File: src/rtl/uart_rx_framer.sv
// UART 8N1 receive front end: pin synchroniser, frame recovery, one-byte
// holding register with valid/ready handshake, break detection, and
// framing-error / overrun pulses.
module uart_rx_framer #(
  parameter int HALF_BIT   = 52,
  parameter int BREAK_BITS = 20
) (
  input  logic       clk,
  input  logic       rst,
  input  logic       rx,
  output logic       rx_valid,
  output logic [7:0] rx_data,
  input  logic       rx_ready,
  output logic       rx_break,
  output logic       frame_err,
  output logic       overrun
);

  localparam int BIT_CYC = 2 * HALF_BIT;
  localparam int CW      = $clog2(BIT_CYC);
  localparam int BRK_MAX = BREAK_BITS * BIT_CYC;
  localparam int BW      = $clog2(BRK_MAX + 1);

  localparam logic [CW-1:0] HALF_M1   = CW'(HALF_BIT - 1);
  localparam logic [CW-1:0] BIT_M1    = CW'(BIT_CYC - 1);
  localparam logic [BW-1:0] BRK_MAX_C = BW'(BRK_MAX);

  typedef enum logic [2:0] {
    IDLE,
    START,
    DATA,
    STOP,
    WAIT_HIGH
  } state_e;

  // Sequential state
  logic [1:0]    sync_q,      sync_d;
  state_e        state_q,     state_d;
  logic [CW-1:0] cnt_q,       cnt_d;
  logic [2:0]    idx_q,       idx_d;
  logic [7:0]    shift_q,     shift_d;
  logic          valid_q,     valid_d;
  logic [7:0]    data_q,      data_d;
  logic          frame_err_q, frame_err_d;
  logic          overrun_q,   overrun_d;
  logic [BW-1:0] low_q,       low_d;

  logic rxs;
  logic byte_done;
  logic accept;

  assign rxs    = sync_q[1];
  assign accept = valid_q && rx_ready;

  // Synchroniser shift and break low-time counter (saturating, cleared by high)
  always_comb begin
    sync_d = {sync_q[0], rx};
    low_d  = low_q;
    if (rxs) begin
      low_d = '0;
    end else if (low_q != BRK_MAX_C) begin
      low_d = low_q + BW'(1);
    end
  end

  // Frame recovery FSM: next state, bit timing and data shifting
  always_comb begin
    // NOTE: every output of a combinational block gets a default first, so
    // no path leaves a signal unassigned and no latch is inferred.
    state_d     = state_q;
    cnt_d       = cnt_q;
    idx_d       = idx_q;
    shift_d     = shift_q;
    byte_done   = 1'b0;
    frame_err_d = 1'b0;
    unique case (state_q)
      IDLE: begin
        if (!rxs) begin
          state_d = START;
          cnt_d   = HALF_M1;
        end
      end
      START: begin
        if (cnt_q != '0) begin
          cnt_d = cnt_q - CW'(1);
        end else if (!rxs) begin
          state_d = DATA;
          cnt_d   = BIT_M1;
          idx_d   = 3'd0;
        end else begin
          // Start bit did not survive to mid-bit: a glitch, not a frame.
          state_d = IDLE;
        end
      end
      DATA: begin
        if (cnt_q != '0) begin
          cnt_d = cnt_q - CW'(1);
        end else begin
          shift_d = {rxs, shift_q[7:1]};
          cnt_d   = BIT_M1;
          idx_d   = idx_q + 3'd1;
          if (idx_q == 3'd7) state_d = STOP;
        end
      end
      STOP: begin
        if (cnt_q != '0) begin
          cnt_d = cnt_q - CW'(1);
        end else if (rxs) begin
          byte_done = 1'b1;
          state_d   = IDLE;
        end else begin
          // Low stop bit: drop the byte and wait for the line to recover so
          // a break or stuck-low line is not misread as a stream of starts.
          frame_err_d = 1'b1;
          state_d     = WAIT_HIGH;
        end
      end
      WAIT_HIGH: begin
        if (rxs) state_d = IDLE;
      end
      default: state_d = IDLE;
    endcase
  end

  // Holding register: load on completion when empty or draining this cycle
  always_comb begin
    valid_d   = valid_q;
    data_d    = data_q;
    overrun_d = 1'b0;
    if (accept) valid_d = 1'b0;
    if (byte_done) begin
      if (!valid_q || accept) begin
        valid_d = 1'b1;
        data_d  = shift_q;
      end else begin
        overrun_d = 1'b1;
      end
    end
  end

  // State register with synchronous reset
  always_ff @(posedge clk) begin
    // NOTE: flops are written with non-blocking assignments so every register
    // samples the pre-edge values, independent of statement order.
    if (rst) begin
      sync_q      <= 2'b11;
      state_q     <= IDLE;
      cnt_q       <= '0;
      idx_q       <= '0;
      shift_q     <= '0;
      valid_q     <= 1'b0;
      data_q      <= '0;
      frame_err_q <= 1'b0;
      overrun_q   <= 1'b0;
      low_q       <= '0;
    end else begin
      sync_q      <= sync_d;
      state_q     <= state_d;
      cnt_q       <= cnt_d;
      idx_q       <= idx_d;
      shift_q     <= shift_d;
      valid_q     <= valid_d;
      data_q      <= data_d;
      frame_err_q <= frame_err_d;
      overrun_q   <= overrun_d;
      low_q       <= low_d;
    end
  end

  assign rx_valid  = valid_q;
  assign rx_data   = data_q;
  assign frame_err = frame_err_q;
  assign overrun   = overrun_q;
  // Drops in the very cycle the synchronised line returns high.
  assign rx_break  = (low_q == BRK_MAX_C) && !rxs;

endmodule

File: config.mk
export PLATFORM = sky130hd
export DESIGN_NAME = uart_rx_framer
export DESIGN_NICKNAME = d
export VERILOG_FILES = /design/src/rtl/uart_rx_framer.sv
export SDC_FILE = /design/constraint.sdc
export NUM_CORES = 1
export LEC_CHECK = 0
export CAP_MARGIN = 20
export CORE_MARGIN = 1.5
export CORE_UTILIZATION = 45
export CTS_BUF_LIST = sky130_fd_sc_hd__clkbuf_8 sky130_fd_sc_hd__clkbuf_16
export DETAILED_ROUTE_END_ITERATION = 12
export GPL_TIMING_DRIVEN = 1
export PLACE_DENSITY = 0.67
export SLEW_MARGIN = 5
export SYNTH_ARGS = -nofsm -noshare
export SYNTH_HDL_FRONTEND = slang
export SYNTH_SLANG_ARGS = --single-unit
export TNS_END_PERCENT = 5
File: constraint.sdc
create_clock -name clk -period 1.9 [get_ports clk]
set_clock_uncertainty 0.2 [all_clocks]
set_input_delay 0.38 -clock clk [delete_from_list [all_inputs] [get_ports clk]]
set_output_delay 0.38 -clock clk [all_outputs]
set_load 0.1 [all_outputs]
==> impl_metrics.csv <==
group,metric,value,unit
cts,cts_tree,"built",
floorplan,core_area,0.00447,mm^2
routing,ant_nets,0,
routing,drcViolationCount,0,
global_routing,grt_pass1_vias,1749,
critical_path,reg2reg_slack,0.03,ns
global_routing,grt_max_degree,20,
layout,final_common_cell,"dfxtp_1",
synth,yosys.area_share.xor_xnor,0.0327,
layout,fillers,373,
global_routing,met3_usage,0.0319,
floorplan,die_height,72.0,um
critical_path,end_kind,"output port",
routing,dr_total_vias,1792,
timing,slew_headroom,0.681,
global_routing,grt_use_met2,0.307,
critical_path,cp-start-kind,"flip-flop",
synth,synth_cells,243,
cts,postCtsHoldBufs,0,
synth,yosys_warnings,0,
global_routing,grt.busiest_layer,"met2",
synth,synth_area,0.00214,mm^2
pwr,irDropWorstVdd,0.343,mV
floorplan,rows,24,
timing,setup_ws,-0.146,ns
critical_path,crit_path_max_incr_delay,0.33,ns
global_routing,track_usage,0.187,
pwr,p_per_area,711,mW/mm^2
timing,min_period,2.05,ns
routing,wl,4360,um
layout,final_nets,284,
synth,yosys.area_share.adder,0.0351,
cts,root_buffer,"clkbuf_8",
synth,synth_edf_count,0,
flow_run,cap_violations,0,
timing,finalSetupTns,-0.146,ns
synth,seq_area_frac_synth,0.430,
global_routing,grt_pass1_wl,7770,um
cts,clkTransAtPathRegs,0.09,ns
outcome,run_status,"complete, but fails checks",
cts,cts_sinks,46,
floorplan,pin_count,16,
outcome,violations,"negative setup slack",
timing,hold_viol_final,0,
layout,post-route-util,0.615,
synth,avgSynthCellArea,8.80,um^2
cts,cts_made_buffers,5,
placed_design,numPortBuffers,15,
placed_design,dp_hpwl,3100,um
timing,worstMarginPinSlew,0.477,ns
critical_path,crit_chain,"inv_2 > ha_4 > nor4bb_4 > nand3_2 > nor2_4 > buf_12",
cts,htree_levels,2,
cts,ctsLongestPathBuffers,2,
global_routing,overflow,0,
synth,synth.distinct_cells,53,
synth,synth_compound_area_frac,0.157,
floorplan,fp.dieW,72.0,um
floorplan,start_util,0.478,
timing,rsz0062_at_grt,"true",
placed_design,dp_slack,0.0122,ns
critical_path,critical_path.max_fanout,2,
global_routing,antenna_found_initial,0,
timing,setup-violations-final,1,
routing,wl_per_cell,13.3,um
routing,drtIter0Drc,91,
hold_path,holdCritPathClass,"flip-flop to flip-flop",
critical_path,worstPathArrival,1.47,ns
timing,slew_viol_final,0,
routing,first_pass_iters,4,
critical_path,crit_type,"flip-flop to output port",
critical_path,cp_slowest_cell,"dfxtp_2",
timing,max_freq,489,MHz
synth,synthMuxAreaShare,0.0468,
timing,fin_crit_sh,1.08,
timing,hold_slack,0.218,ns
synth,synth_simple_gate_area_share,0.259,
synth,ys.flop_type,"dfxtp_1",
pwr,p_total,0.00196,W
critical_path,critPathRequiredTime,1.32,ns
layout,antennaDiodeCount,0,
synth,synth_top_family_by_area,"simple AND/OR/NAND/NOR gates",
cts,clock_latency,0.30,ns
layout,layout_common_cells,"dfxtp_1 (42), nand2_1 (28), nor2_1 (22), a21oi_1 (22), buf_4 (19)",
layout,layout-drive-gt1-share,0.269,
synth,synth_async_sr_flop_share,0,
routing,avgViaCountPerCell,5.48,
floorplan,die_area,0.00518,mm^2
global_routing,use_met1,0.247,
placed_design,place.gp.congestion,0.903,
layout,area_growth,28.5,%
pwr,leakagePower,1.04,nW
synth,syn_nets,253,
synth,synth-seq-cells,46,
## timing repair
| action | in CTS | in global routing |
|---|---|---|
| setup endpoints to repair | 3 | 12 |
| cloned | 0 | 0 |
| buffers inserted | 1 | 0 |
| gates resized for setup | 3 | 18 |
| pin swaps | 2 | 5 |
## synthesized netlist by cell type, types with 2 or more instances
cell	number	area, um^2
ha_1	6	75.1
xnor2_1	4	35.0
buf_2	2	10.0
nor2_1	23	86.3
or3_4	2	22.5
a21oi_1	23	115
a221o_1	2	20.0
nor3_1	6	30.0
inv_1	8	30.0
and3_1	2	12.5
nand2b_1	6	37.5
dfxtp_1	46	921
nand2_1	28	105
o21ai_0	8	40.0
xor2_1	4	35.0
buf_4	2	15.0
nand4_1	3	18.8
clkbuf_1	6	22.5
nand3b_1	2	15.0
mux2i_1	10	100
or2_2	3	18.8
or3_1	2	12.5
nand3_1	11	55.1
a221oi_2	2	30.0
nor2b_1	3	18.8
o221ai_1	2	17.5
## critical path, delay by kind of cell (launching register included)
family	cells	cell delay (ns)
buffers and inverters	2	0.24
AND/OR/NAND/NOR	3	0.47
flip-flops	1	0.33
adder cells (fa/ha/maj)	1	0.12
## cell families (layout without fill, tap and decap cells)
logic type	after synthesis	count (layout)
and+or+nand+nor	104	104
AOI/OAI and AO/OA	50	50
DFF	46	46
buffers and inverters	19	51
muxes	10	10
xor gates and xnor gates	8	8
adders and majority gates	6	6
## registers in the layout, indices dropped and copies added (netlist names)
name,cells
frame_err,1
overrun,1
rx_data,8
shift_q,8
state_q,3
cnt_q,7
rx_valid,1
sync_q,2
idx_q,3
low_q,12
## routing by layer
metal,up-vias,part of all wire
met5,-,0
li1,916,-
met4,0,0.015
met2,50,0.46
met1,817,0.48
met3,9,0.041
## cell type report
| class | count | area, um^2 | share of cell area |
|---|---|---|---|
| clock inverters | 3 | 25.0 | 0.00910 |
| repair buffers | 35 | 433 | 0.157 |
| clock buffers | 5 | 68.8 | 0.0250 |
| flip-flops and latches | 46 | 926 | 0.337 |
| well taps | 52 | 65.1 | 0.0237 |
| inverters | 8 | 30.0 | 0.0109 |
| multi-input cells | 178 | 1200 | 0.437 |
## where the power goes
group,switching (W),internal [W]
sequential,0.0000226,0.000986
combinational,0.000193,0.000143
clock,0.000347,0.000266
total,0.000562,0.00139
## path summary, 6_finish.rpt
path | startpoint | to | cells after the start
min | sync_q[0]$_SDFF_PP1_ | sync_q[1]$_SDFF_PP1_ | 1
max reg2reg | cnt_q[1]$_SDFFE_PP0P_ | cnt_q[4]$_SDFFE_PP0P_ | 6
max | low_q[1]$_SDFFE_PP0P_ | rx_break | 6
min reg2reg | sync_q[0]$_SDFF_PP1_ | sync_q[1]$_SDFF_PP1_ | 1
## metrics by stage
step	cells	instance area [um^2]
after CTS	327	2690
after detailed placement	318	2590
after global routing	327	2750
after global placement	318	2590
after floorplan	243	2150
final	327	2750
(Power assumes the default switching activity.)
